--- src/rtl/ay_psg_responder.sv ---
// AY PSG responder: decodes BDIR/BC1 bus cycles into a 16-entry register
// file, returns read data to the CPU path, and runs three tone channels
// plus a noise LFSR off the divided ay_clk to feed the internal mixer.
module ay_psg_responder #(
  parameter logic [3:0]  CHIP_SEL   = 4'h0,
  parameter logic [16:0] NOISE_SEED = 17'h00001
) (
  input  logic       rst_n,
  input  logic       clk28,
  input  logic       ay_clk,
  input  logic       bdir,
  input  logic       bc1,
  input  logic [7:0] d_in,
  output logic [7:0] d_out,
  output logic       d_out_active,
  output logic [2:0] chan,
  output logic [4:0] vol_a,
  output logic [4:0] vol_b,
  output logic [4:0] vol_c
);

  typedef enum logic [1:0] {
    BUS_IDLE  = 2'b00,
    BUS_READ  = 2'b01,
    BUS_WRITE = 2'b10,
    BUS_LATCH = 2'b11
  } bus_e;

  bus_e bus;
  assign bus = bus_e'({bdir, bc1});

  // Register file and bus-side state
  logic [7:0]  regs_q [16];
  logic [3:0]  addr_q, addr_d;
  logic        sel_q, sel_d;
  logic        wr_pend_q, wr_pend_d;
  logic [7:0]  wr_data_q, wr_data_d;
  logic        commit;
  logic [7:0]  d_out_q, d_out_d;
  logic        d_out_active_q;

  // Sound generation state
  logic        ay_prev_q;
  logic        tick, step;
  logic [2:0]  presc_q, presc_d;
  logic [11:0] tp [3];
  logic [11:0] tcnt_q [3];
  logic [11:0] tcnt_d [3];
  logic [2:0]  tone_q, tone_d;
  logic        ndiv_q, ndiv_d;
  logic [4:0]  ncnt_q, ncnt_d;
  logic [16:0] lfsr_q, lfsr_d;
  logic [2:0]  chan_q, chan_d;

  // Unused upper bits of narrow registers are forced to zero on write.
  function automatic logic [7:0] mask_reg(input logic [3:0] a, input logic [7:0] v);
    case (a)
      4'd1, 4'd3, 4'd5, 4'd13: mask_reg = {4'h0, v[3:0]};
      4'd6, 4'd8, 4'd9, 4'd10: mask_reg = {3'b000, v[4:0]};
      default:                 mask_reg = v;
    endcase
  endfunction

  // Counter expiry: compared at 13 bits so cnt+1 never wraps; period 0 acts as 1.
  function automatic logic period_done(input logic [11:0] cnt, input logic [11:0] per);
    logic [12:0] lim;
    lim = (per == 12'd0) ? 13'd1 : {1'b0, per};
    period_done = ({1'b0, cnt} + 13'd1) >= lim;
  endfunction

  assign tp[0] = {regs_q[1][3:0], regs_q[0]};
  assign tp[1] = {regs_q[3][3:0], regs_q[2]};
  assign tp[2] = {regs_q[5][3:0], regs_q[4]};

  // Bus decode: latch address/select, capture write data, commit on write exit.
  // The commit uses the current addr/sel, so a WRITE->LATCH hand-off still
  // lands in the old register while the new address takes effect next cycle.
  always_comb begin
    addr_d    = addr_q;
    sel_d     = sel_q;
    wr_pend_d = wr_pend_q;
    wr_data_d = wr_data_q;
    commit    = 1'b0;
    if (wr_pend_q && (bus != BUS_WRITE)) begin
      commit    = sel_q;
      wr_pend_d = 1'b0;
    end
    case (bus)
      BUS_LATCH: begin
        addr_d = d_in[3:0];
        sel_d  = (d_in[7:4] == CHIP_SEL);
      end
      BUS_WRITE: begin
        wr_data_d = d_in;
        wr_pend_d = 1'b1;
      end
      default: ;
    endcase
  end

  // Bus-side state registers
  always_ff @(posedge clk28 or negedge rst_n) begin
    if (!rst_n) begin
      addr_q    <= '0;
      sel_q     <= 1'b1;
      wr_pend_q <= 1'b0;
      wr_data_q <= '0;
    end else begin
      addr_q    <= addr_d;
      sel_q     <= sel_d;
      wr_pend_q <= wr_pend_d;
      wr_data_q <= wr_data_d;
    end
  end

  // Register file: masked commit of the last captured write value
  always_ff @(posedge clk28 or negedge rst_n) begin
    if (!rst_n) begin
      for (int unsigned i = 0; i < 16; i++) regs_q[i] <= '0;
    end else if (commit) begin
      regs_q[addr_q] <= mask_reg(addr_q, wr_data_q);
    end
  end

  // Read data: refreshed every READ cycle, held otherwise
  always_comb begin
    d_out_d = d_out_q;
    if (bus == BUS_READ) d_out_d = sel_q ? regs_q[addr_q] : 8'hFF;
  end

  // Read data and its valid flag, both one clk28 behind the bus
  always_ff @(posedge clk28 or negedge rst_n) begin
    if (!rst_n) begin
      d_out_q        <= 8'hFF;
      d_out_active_q <= 1'b0;
    end else begin
      d_out_q        <= d_out_d;
      d_out_active_q <= (bus == BUS_READ);
    end
  end

  assign tick = ay_clk & ~ay_prev_q;
  assign step = tick & (presc_q == 3'd7);

  // Prescaler, tone counters, noise divider/counter, LFSR and mixer next state
  always_comb begin
    presc_d = tick ? presc_q + 3'd1 : presc_q;
    tone_d  = tone_q;
    ndiv_d  = ndiv_q;
    ncnt_d  = ncnt_q;
    lfsr_d  = lfsr_q;
    for (int unsigned k = 0; k < 3; k++) tcnt_d[k] = tcnt_q[k];
    if (step) begin
      for (int unsigned k = 0; k < 3; k++) begin
        if (period_done(tcnt_q[k], tp[k])) begin
          tcnt_d[k] = '0;
          tone_d[k] = ~tone_q[k];
        end else begin
          tcnt_d[k] = tcnt_q[k] + 12'd1;
        end
      end
      ndiv_d = ~ndiv_q;
      if (ndiv_q) begin
        if (period_done({7'd0, ncnt_q}, {7'd0, regs_q[6][4:0]})) begin
          ncnt_d = '0;
          lfsr_d = {lfsr_q[0] ^ lfsr_q[3], lfsr_q[16:1]};
        end else begin
          ncnt_d = ncnt_q + 5'd1;
        end
      end
    end
    for (int unsigned k = 0; k < 3; k++)
      chan_d[k] = (tone_q[k] | regs_q[7][k]) & (lfsr_q[0] | regs_q[7][k + 3]);
  end

  // Sound generation state registers
  always_ff @(posedge clk28 or negedge rst_n) begin
    if (!rst_n) begin
      ay_prev_q <= 1'b0;
      presc_q   <= '0;
      for (int unsigned k = 0; k < 3; k++) tcnt_q[k] <= '0;
      tone_q    <= '0;
      ndiv_q    <= 1'b0;
      ncnt_q    <= '0;
      lfsr_q    <= NOISE_SEED;
      chan_q    <= '0;
    end else begin
      ay_prev_q <= ay_clk;
      presc_q   <= presc_d;
      for (int unsigned k = 0; k < 3; k++) tcnt_q[k] <= tcnt_d[k];
      tone_q    <= tone_d;
      ndiv_q    <= ndiv_d;
      ncnt_q    <= ncnt_d;
      lfsr_q    <= lfsr_d;
      chan_q    <= chan_d;
    end
  end

  assign d_out        = d_out_q;
  assign d_out_active = d_out_active_q;
  assign chan         = chan_q;
  assign vol_a        = regs_q[8][4:0];
  assign vol_b        = regs_q[9][4:0];
  assign vol_c        = regs_q[10][4:0];

endmodule

--- config.mk ---
export PLATFORM = sky130hd
export DESIGN_NAME = ay_psg_responder
export DESIGN_NICKNAME = d
export VERILOG_FILES = /design/src/rtl/ay_psg_responder.sv
export SDC_FILE = /design/constraint.sdc
export NUM_CORES = 1
export LEC_CHECK = 0
export ABC_CLOCK_PERIOD_IN_PS = 2750
export CAP_MARGIN = 20
export CORE_MARGIN = 4
export CORE_UTILIZATION = 55
export DETAILED_ROUTE_END_ITERATION = 8
export PLACE_DENSITY = 0.81
export SYNTH_ARGS = -nofsm -noshare
export SYNTH_HDL_FRONTEND = slang
export SYNTH_SLANG_ARGS = --single-unit
export TNS_END_PERCENT = 100
--- constraint.sdc ---
create_clock -name clk28 -period 2.75 [get_ports clk28]
set_clock_uncertainty 0.05 [all_clocks]
set_input_delay 0.55 -clock clk28 [delete_from_list [all_inputs] [get_ports clk28]]
set_output_delay 0.55 -clock clk28 [all_outputs]
set_load 0.05 [all_outputs]
### Yosys cells after proc, flatten, opt, wreduce, memory -nomap -nowiden

Index checks and enable logic that the tools add are counted.

| word-level totals | value |
|---|---|
| bits in registers | 220 |
| word-level logic and storage cells | 115 |

| cells by class | value |
|---|---|
| equality and inequality tests | 13 |
| magnitude comparators | 6 |
| add/sub/neg operators | 9 |
| bitwise gates (word level) | 18 |
| muxes and demuxes | 20 |
| reductions and logical operators | 15 |

Operators with widths:

| cell | number |
|---|---|
| 128-bit bitwise mux | 1 |
| 12-bit two-way mux | 6 |
| 8-bit two-way mux | 5 |
| 12-bit by 1-bit adder with 13-bit output (second input constant) | 3 |
| 13-bit by 12-bit >= comparator with 1-bit output | 3 |
| 12-bit by 1-bit adder with 12-bit output (second input constant) | 3 |
| 12-bit zero test | 3 |
| 8-bit binary-select mux with 4-bit select | 1 |
| 8-bit demux with 4-bit select | 1 |
| 4-bit equality test (second input constant) | 4 |
| 8-bit one-hot mux with 2 select lines | 1 |
| 5-bit two-way mux | 2 |
| 4-bit by 3-bit equality test with 1-bit output (second input constant) | 2 |
| 2-bit AND reduction | 4 |
| 4-bit OR reduction | 2 |
| 5-bit by 1-bit adder with 6-bit output (second input constant) | 1 |
| 6-bit by 5-bit >= comparator with 1-bit output | 1 |
| 1-bit bitwise OR | 6 |
| 5-bit by 1-bit adder with 5-bit output (second input constant) | 1 |
| 1-bit bitwise AND | 5 |
| 5-bit >= comparator (second input constant) | 1 |
| 5-bit zero test | 1 |
| 5-bit by 1-bit less-than comparator with 1-bit output (second input constant) | 1 |
| 1-bit NOT | 5 |
| other kinds (14) | 18 |

### Logic depth before layout (Yosys ltp)

Gate-level depths: netlist (run 1).

| logic depth | value |
|---|---|
| depth after elaboration | 6 |
| mapped depth | 15 |
| mapped depth without buffers | 14 |

### Worst setup path before layout (run 1)

Ideal clock, no wire load.

| timing path | value |
|---|---|
| path type | register to register |
| start | reg tcnt_q[24] (netlist name) |
| end | reg tcnt_q[26] (netlist name) |
| clock period less this slack | 3.061 ns |
| stages on the path, launching flop included | 14 |
| library setup time | 0.121 ns |
| required time | 2.579 ns |
| data arrival time | 2.890 ns |
| setup slack | -0.311 ns |
| cell sequence | dfrtp_1 > ha_1 > and3_1 > nand3_1 > nor2_1 > xnor2_1 > inv_1 > ha_1 > and3_1 > or3b_2 > o211ai_1 > buf_2 > o21ai_0 > a22o_1 |

| between the ends | value |
|---|---|
| cells in the longest elaborated chain, start to end | 3 |

Ends and longest elaborated chain:

| element | RTL line | source |
|---|---|---|
| from (decl) | 47 | `logic [11:0] tcnt_q [3];` |
| 12-bit by 1-bit adder with 13-bit output | 68 | `period_done = ({1'b0, cnt} + 13'd1) >= lim;` |
| 13-bit by 12-bit >= comparator with 1-bit output | 68 |  |
| 12-bit two-way mux (*) | 155 | `if (period_done(tcnt_q[k], tp[k])) begin` |

Every way passes the cells marked *; elsewhere a longest branch is shown, timed or not.
A chain may end at the register's enable or synchronous reset.

### Final worst setup path (run 1)

| timing path | value |
|---|---|
| start | reg tcnt_q[26] (netlist name) |
| end | reg tcnt_q[29] (netlist name) |

Same word-level chain as after synthesis.

==> summary by stage, run 1 <==
STA
On the final layout, the worst hold slack is 0.413 ns. The number of hold violations in the final report is 0. The minimum period implied by the final worst setup slack is 2.94 ns. The part of the cycle the worst path needs is 1.07.

Setup repair after global routing could not meet its margin everywhere. The transition time at the pin with the least slew margin is 0.838 ns. The final worst slack is -0.193 ns. Headroom to the max-slew limit came out at 0.441. Setup violations remaining at the end of the flow were counted as 14. The fmax is 0.340 GHz. The final-report max-slew violation count came to 0.

Summed over all failing endpoints, the final setup total negative slack is -1.89 ns.

Die
The effective utilization at floorplan is 0.559. From bottom edge to top edge, the die measures 151 um. After floorplanning, the core was divided into 52 placement rows. The placeable core area is 0.0202 mm2. The die is 151 um wide. The full die area is 0.0229 mm2. The number of I/O pins is 40.

Cells and area
In the layout the commonest cells are sky130_fd_sc_hd__dfrtp_1, sky130_fd_sc_hd__mux2_2, sky130_fd_sc_hd__nand2_1. Leaving out fill and tap cells, the most frequent cell in the layout is sky130_fd_sc_hd__dfrtp_1. The register cell area after layout is 0.00552 mm2. The final-layout fill cell count is 1328.

Of the cells placed in the final design, the portion with a size suffix greater than 1 is 0.320. The final-stage net count is 1142. The area of combinational cells with multiple inputs is 0.00560 mm2. Summing all non-filler instances in the final layout gives an area of 0.0137 mm2. The antenna diode count is 0. Relative to the synthesized area, the layout overhead comes to 21.0%.

Routing
In the routed layout, each cell is associated on average with a via count of 5.90. The post-detailed-route count of antenna-violating nets is 0. The routed design has 26700 um of wire. For this block, the initial DRC count from the detailed router was 527. The vias after detailed routing is 8085. After detailed routing, the average wire length per cell comes to 19.5 um. The first detailed-routing pass ran for 5 iterations. For this run, design rule violations remaining after detail routing come to 0.

Setup path
The count of cells along the worst register-to-register path is 13. The class of the most critical setup path is flip-flop to flip-flop. The type of element capturing the critical path is a flip-flop. At the worst endpoint, the required time is 3.11 ns. The largest individual stage delay along the critical path comes from the cell sky130_fd_sc_hd__dfrtp_1. The most numerous cell type found on the critical path is sky130_fd_sc_hd__and3_4. The category of the worst setup path launch point is a flip-flop. Traced cell by cell, the critical path runs through and3_4 -> and3_4 -> nand3_4 -> nor2_4 -> xnor2_2 -> inv_2 -> ha_4 -> and3_4 -> or3b_4 -> o211ai_1 -> buf_4 -> o21ai_1 -> a22o_1. The largest incremental delay on the critical path is 0.36 ns.

In this run the worst path has a maximum fanout of 7. The worst path arrival time is 3.31 ns.

Placed design
The last weighted congestion value of the routability-driven placer is 0.862. Timing analysis after detailed placement gives a worst setup slack of -0.218 ns. The placed wire-length estimate after detailed placement is 18000 um. The total placed instance area is 0.0125 mm2. The number of I/O port buffers is 39.

Status
The run finished, with violations left. The final reports fail on setup timing.

Synthesis
The synthesized instance count is 974. The sequential cell area fraction in the yosys report is 0.488. The area share of the largest cell type after synthesis is 0.465. The largest total area in the synthesized netlist belongs to sky130_fd_sc_hd__dfrtp_1. The flop and latch count out of synthesis is 220. Yosys printed 0 warnings. Yosys mapped a number of flops with a built-in enable equal to 0.

The post-synthesis cell type count is 56. The synthesized netlist occupies a cell area of 0.0113 mm2. The async set-or-reset flop fraction in the synthesized netlist is 1.00. By area the synthesized netlist is led by sky130_fd_sc_hd__dfrtp_1, sky130_fd_sc_hd__mux2_2, sky130_fd_sc_hd__mux4_2.

The post-synthesis net count is 1034. The most used flip-flop cell after synthesis is sky130_fd_sc_hd__dfrtp_1. Averaged over all synthesized cells, the footprint is 11.6 um2.

Clocking
The longest clock path from root to sink contains 3 buffers. The insertion delay of the later-clocked pin in the worst-skew pair is 0.52 ns. The clock-pin transition on the worst setup and hold timing paths is 0.06 ns.

The CTS tree is done. Buffers inserted during clock tree synthesis total 24. Clock tree synthesis selected as its root buffer the cell sky130_fd_sc_hd__clkbuf_16. In this run the number of H-tree levels came out at 1. The number of clock sinks is 220.

Power and ir drop
The total power draw is 8380 uW. In this run the static leakage power is 0.00658 uW. The highest ir drop seen on vdd is 0.563 mV. In this run the power density over the cells is 612 mW/mm2.

Min path
The path class of the tightest hold or removal check is flip-flop to flip-flop. Counting instances, the worst hold path has a depth of 2.

Global routing
Entering global routing, the biggest net connects 61 pins. The number of antenna violations at the first check in global routing is 0. The global route total overflow is 0. The first global-routing pass estimated 42000 um of wire. The via count of the first global-routing pass is 8257. Across every metal layer, demand over resource in global routing totals 0.230.

Job
Across the run, the number of max-cap violations was 0.
cell usage after synthesis (6+ instances only):
master and number:
sky130_fd_sc_hd__a21oi_1 10, sky130_fd_sc_hd__a22o_1 16, sky130_fd_sc_hd__and3_1 17, sky130_fd_sc_hd__buf_2 8, sky130_fd_sc_hd__buf_4 19, sky130_fd_sc_hd__buf_6 6
sky130_fd_sc_hd__clkbuf_1 27, sky130_fd_sc_hd__dfrtp_1 210, sky130_fd_sc_hd__dfstp_2 10, sky130_fd_sc_hd__ha_1 47, sky130_fd_sc_hd__inv_1 46, sky130_fd_sc_hd__mux2_2 97
sky130_fd_sc_hd__mux4_1 8, sky130_fd_sc_hd__mux4_2 31, sky130_fd_sc_hd__nand2_1 96, sky130_fd_sc_hd__nand2b_1 9, sky130_fd_sc_hd__nand3_1 32, sky130_fd_sc_hd__nor2_1 28
sky130_fd_sc_hd__nor2b_1 51, sky130_fd_sc_hd__nor3_1 11, sky130_fd_sc_hd__nor4_1 7, sky130_fd_sc_hd__o21ai_0 73, sky130_fd_sc_hd__o21ai_1 12, sky130_fd_sc_hd__o31ai_1 6
sky130_fd_sc_hd__xnor2_1 27, sky130_fd_sc_hd__xor2_1 12
worst max-delay path: cells and delay by family (launching register included):
| family | cells | cell delay [ns] |
|---|---|---|
| AO/OA/AOI/OAI | 3 | 0.57 |
| XOR/XNOR | 1 | 0.14 |
| adder cells (fa/ha/maj) | 1 | 0.27 |
| buffers and inverters | 2 | 0.30 |
| flip-flops | 1 | 0.36 |
| AND/OR/NAND/NOR | 6 | 1.16 |
flip-flops by register name, indices dropped and copies added, names as in the netlist, 3 cells and up:
register and cells:
ncnt_q 5, lfsr_q 17, chan 3, vol_a 5
tcnt_q 36, d_out 8, presc_q 3, tone_q 3
regs_q 113, wr_data_q 8, vol_c 5, addr_q 4
vol_b 5
power breakdown:
group | leakage, uW | switching, uW | total, uW | internal, uW
combinational | 0.00341 | 776 | 1490 | 710
clock | 0.000386 | 1300 | 3200 | 1900
sequential | 0.00279 | 245 | 3700 | 3460
total | 0.00658 | 2320 | 8380 | 6070
worst paths after layout:
path	from	to	slack (ns)
setup reg to reg	tcnt_q[26]$_DFFE_PN0P_	tcnt_q[29]$_DFFE_PN0P_	-0.19
max in group asynchronous	rst_n	tcnt_q[20]$_DFFE_PN0P_	1.33
min in group asynchronous	rst_n	lfsr_q[12]$_DFFE_PN0P_	0.50
hold / removal	d_out[4]$_DFFE_PN1P_	d_out[4]$_DFFE_PN1P_	0.41
setup / recovery	tcnt_q[26]$_DFFE_PN0P_	tcnt_q[29]$_DFFE_PN0P_	-0.19
hold reg to reg	d_out[4]$_DFFE_PN1P_	d_out[4]$_DFFE_PN1P_	0.41
kinds of logic after synthesis:
kind of cell    count (synthesis)  share of synthesized area
compound gates                144                     0.0779
xor+xnor                       39                     0.0302
fa+ha+maj                      47                     0.0520
flops                         220                      0.488
mux                           137                      0.179
simple gates                  279                      0.126
buf+inv                       108                     0.0471
metrics by stage:
stage / instances / utilization
detailed placement: 1312 / 0.617
global placement: 1312 / 0.617
CTS: 1359 / 0.662
floorplan: 974 / -
finish: 1370 / 0.677
global route: 1370 / 0.677
final cells by class:
cell class,count,share of cell area
clock buffer,40,0.0534
clock inverter,4,0.00411
sequential,220,0.403
inverter,46,0.0126
tap,270,0.0247
multi-input combinational,646,0.409
timing repair buffer,144,0.0928
per-layer routing:
layer / GRT usage / part of all wire / up-vias
met5: 0 / 0 / -
met4: 0.0793 / 0.033 / 0
met3: 0.0278 / 0.045 / 62
met2: 0.383 / 0.49 / 224
met1: 0.315 / 0.43 / 4143
li1: - / - / 3656
timing repair:
action	4_1_cts	5_1_grt
gates resized for setup	19	51
cloned	0	0
hold buffers	1	0
pin swaps	8	16
setup buffers	3	13
hold endpoints to repair	55	0
endpoints found under the setup margin	28	39
No activity file was read; power rests on OpenSTA's default activity.
==> run 2: changes to the inputs <==
Settings changed: ABC_CLOCK_PERIOD_IN_PS 2750 to unset.
==> results of run 2 <==
No change in the layout: final DEF, timing and power equal those of run 1.
==> run 3: changes to the inputs <==
Settings changed: PLACE_DENSITY 0.81 to 0.76.
==> summary by stage, run 3 (synthesis results as in run 1) <==
Cells and area
The fraction of layout instances using a drive strength above 1 is 0.335. The register with the most flip-flops in the layout has 113 of them. More flip-flops sit in one register than any other, and that register is regs_q. The most common library cell in the layout ignoring fill and taps is sky130_fd_sc_hd__dfrtp_1. The post-route core utilization is 0.684.

The layout overhead on the synthesized area is 22.3%. Leaving out fill and tap cells, the most frequent cells in the layout are sky130_fd_sc_hd__dfrtp_1, sky130_fd_sc_hd__mux2_2, sky130_fd_sc_hd__nand2_1. The final layout contains 1141 nets. The antenna diode count is 0. The largest registers in the layout are regs_q x113, tcnt_q x36, lfsr_q x17.

Global routing
The number of antenna violations at the first check in global routing was 0. The total overflow left after global routing is 0. The total global-route track usage is 0.233.

Entering global routing, the biggest net connects 68 pins. The via count of the first global-routing pass is 8183. The first global-routing pass estimated 42300 um of wire.

Power and ir drop
The leakage power total is 0.00665 uW. The total power draw is 8490 uW. The relative contribution of sequential cells to total power is 0.437. For this design the total switching power over the nets is 2360 uW. The highest ir drop seen on vdd is 0.575 mV. Of the total power, the share spent switching nets is 0.278. The internal cell power is 6130 uW.

The logic gate share of total power is 0.176. The clock share of power is 0.386. For this design the ratio of total power to cell area is 614 mW/mm2.

Setup path
STA classifies the critical path startpoint as a flip-flop. For the worst setup path, the data required time is 3.10 ns. The worst setup path is captured at a flip-flop. Of all nets on the critical path, the largest fanout is 5. The critical path is of the flip-flop to flip-flop type. For the worst setup path, the data arrival time is 3.21 ns.

Job
The max-capacitance violation count is 0.

Clocking
In this run the deepest clock path goes through 3 buffers. Clock tree synthesis found a total of 220 sinks. Counting the buffers created by CTS gives 24. The number of H-tree levels is 1.

After clock tree synthesis, the clock-pin slew on the worst setup and hold paths is 0.06 ns. TritonCTS built the clock tree. For the worst-skew pair, the clock arrives at the later sink with an insertion delay of 0.52 ns.

CTS placed an instance of sky130_fd_sc_hd__clkbuf_16 at the clock tree root.

Placed design
After legalization and detailed placement, the total HPWL measured 17700 um. Timing analysis after detailed placement gives a worst setup slack of -0.188 ns. The count of buffers added on input and output ports is 39. The last weighted congestion value of the routability-driven placer is 0.850.

Routing
The initial DRC count is 552. The total wire length is 27000 um. For this run, design rule violations remaining after detail routing come to 0. The detail route stage leaves a number of antenna-violating nets equal to 0. The routed wire length per instance is 19.7 um.

The iteration count of the initial detailed-routing pass is 5. The detailed-route vias per instance is 5.78. The vias after detailed routing is 7910.

STA
Dividing the final minimum period by the clock period gives 1.04. After layout, the worst setup slack is -0.109 ns. Timing would allow up to 0.350 GHz. The tightest slew margin relative to the limit is 0.470. The number of hold violations in the final report came to 0.

The final sum of negative setup slack is -0.826 ns. After layout, the minimum clock period comes to 2.86 ns. The final-report max-slew violation count is 0. For the pin with the worst max-slew slack, the measured transition is 0.795 ns. Hold is met by 0.417 ns. Setup repair after global routing could not meet its margin everywhere. Setup violations remaining at the end of the flow were counted as 16.

Die
The horizontal die dimension is 151 um. The height of the die is 151 um. In this run the core area contains 52 standard-cell rows.

The number of I/O pins is 40. The full die area is 0.0229 mm2. The placeable core area is 0.0202 mm2. The effective utilization at floorplan is 0.559.

Status
The run finished, with violations left. The final reports fail on setup timing.

Min path
The min-delay analysis places its worst path in the category flip-flop to flip-flop.
## run 3: worst max-delay path, stage by stage (launching register included)
cell                       delay [ns]
sky130_fd_sc_hd__dfrtp_1         0.40
sky130_fd_sc_hd__ha_4            0.15
sky130_fd_sc_hd__and3_4          0.20
sky130_fd_sc_hd__nand3_4         0.08
sky130_fd_sc_hd__buf_4           0.16
sky130_fd_sc_hd__xnor2_2         0.13
sky130_fd_sc_hd__ha_1            0.33
sky130_fd_sc_hd__nand4_1         0.14
sky130_fd_sc_hd__buf_4           0.17
sky130_fd_sc_hd__nor3_2          0.21
sky130_fd_sc_hd__o31ai_2         0.08
sky130_fd_sc_hd__o211ai_1        0.09
sky130_fd_sc_hd__buf_4           0.18
sky130_fd_sc_hd__buf_6           0.12
sky130_fd_sc_hd__o21ai_2         0.04
sky130_fd_sc_hd__a22o_1          0.21
## run 3: per-layer routing
layer / up-vias / GRT usage / wire length, um
met3: 52 / 0.0386 / 1330
met4: 0 / 0.0476 / 555
met1: 3981 / 0.320 / 11800
met2: 215 / 0.393 / 13200
met5: - / 0 / 0
li1: 3662 / - / -
## run 3: cell type report
type	count	area, um2
clock buffer	31	687
inverter	46	173
sequential	220	5520
fill	1363	6400
tap	270	338
clock inverter	13	130
multi-input combinational	646	5680
timing repair buffer	143	1310
## run 3: power groups by stage
stage / clock, uW / sequential, uW / combinational (uW)
after global placement: 0 / 3740 / 1370
final: 3280 / 3710 / 1500
after global routing: 3450 / 3740 / 1620
after CTS: 3330 / 3700 / 1440
after detailed placement: 0 / 3760 / 1420
after floorplan: 0 / 3710 / 904
## run 3: path summary, 6_finish.rpt
check                                  startpoint                      to  slack (ns)  depth (start not counted)
max                        tcnt_q[24]$_DFFE_PN0P_  tcnt_q[35]$_DFFE_PN0P_       -0.11                         15
min                          d_out[0]$_DFFE_PN1P_    d_out[0]$_DFFE_PN1P_        0.42                          2
max reg2reg                tcnt_q[24]$_DFFE_PN0P_  tcnt_q[35]$_DFFE_PN0P_       -0.11                         15
min reg2reg                  d_out[0]$_DFFE_PN1P_    d_out[0]$_DFFE_PN1P_        0.42                          2
max in group asynchronous                   rst_n    d_out[5]$_DFFE_PN1P_        1.34                          3
min in group asynchronous                   rst_n     ay_prev_q$_DFF_PN0_        0.54                          2
## run 3: repair_timing
item,CTS,global route
endpoints found under the hold margin,64,0
resized for setup,29,67
pin swaps,18,13
buffers inserted,5,9
hold buffers,1,0
setup endpoints to repair,28,39
## run 3: stage by stage
| stage | area [um2] | instances |
|---|---|---|
| floorplan | 11400 | 974 |
| global placement | 12500 | 1311 |
| detailed placement | 12500 | 1311 |
| CTS | 13500 | 1361 |
| global route | 13800 | 1369 |
| finish | 13800 | 1369 |
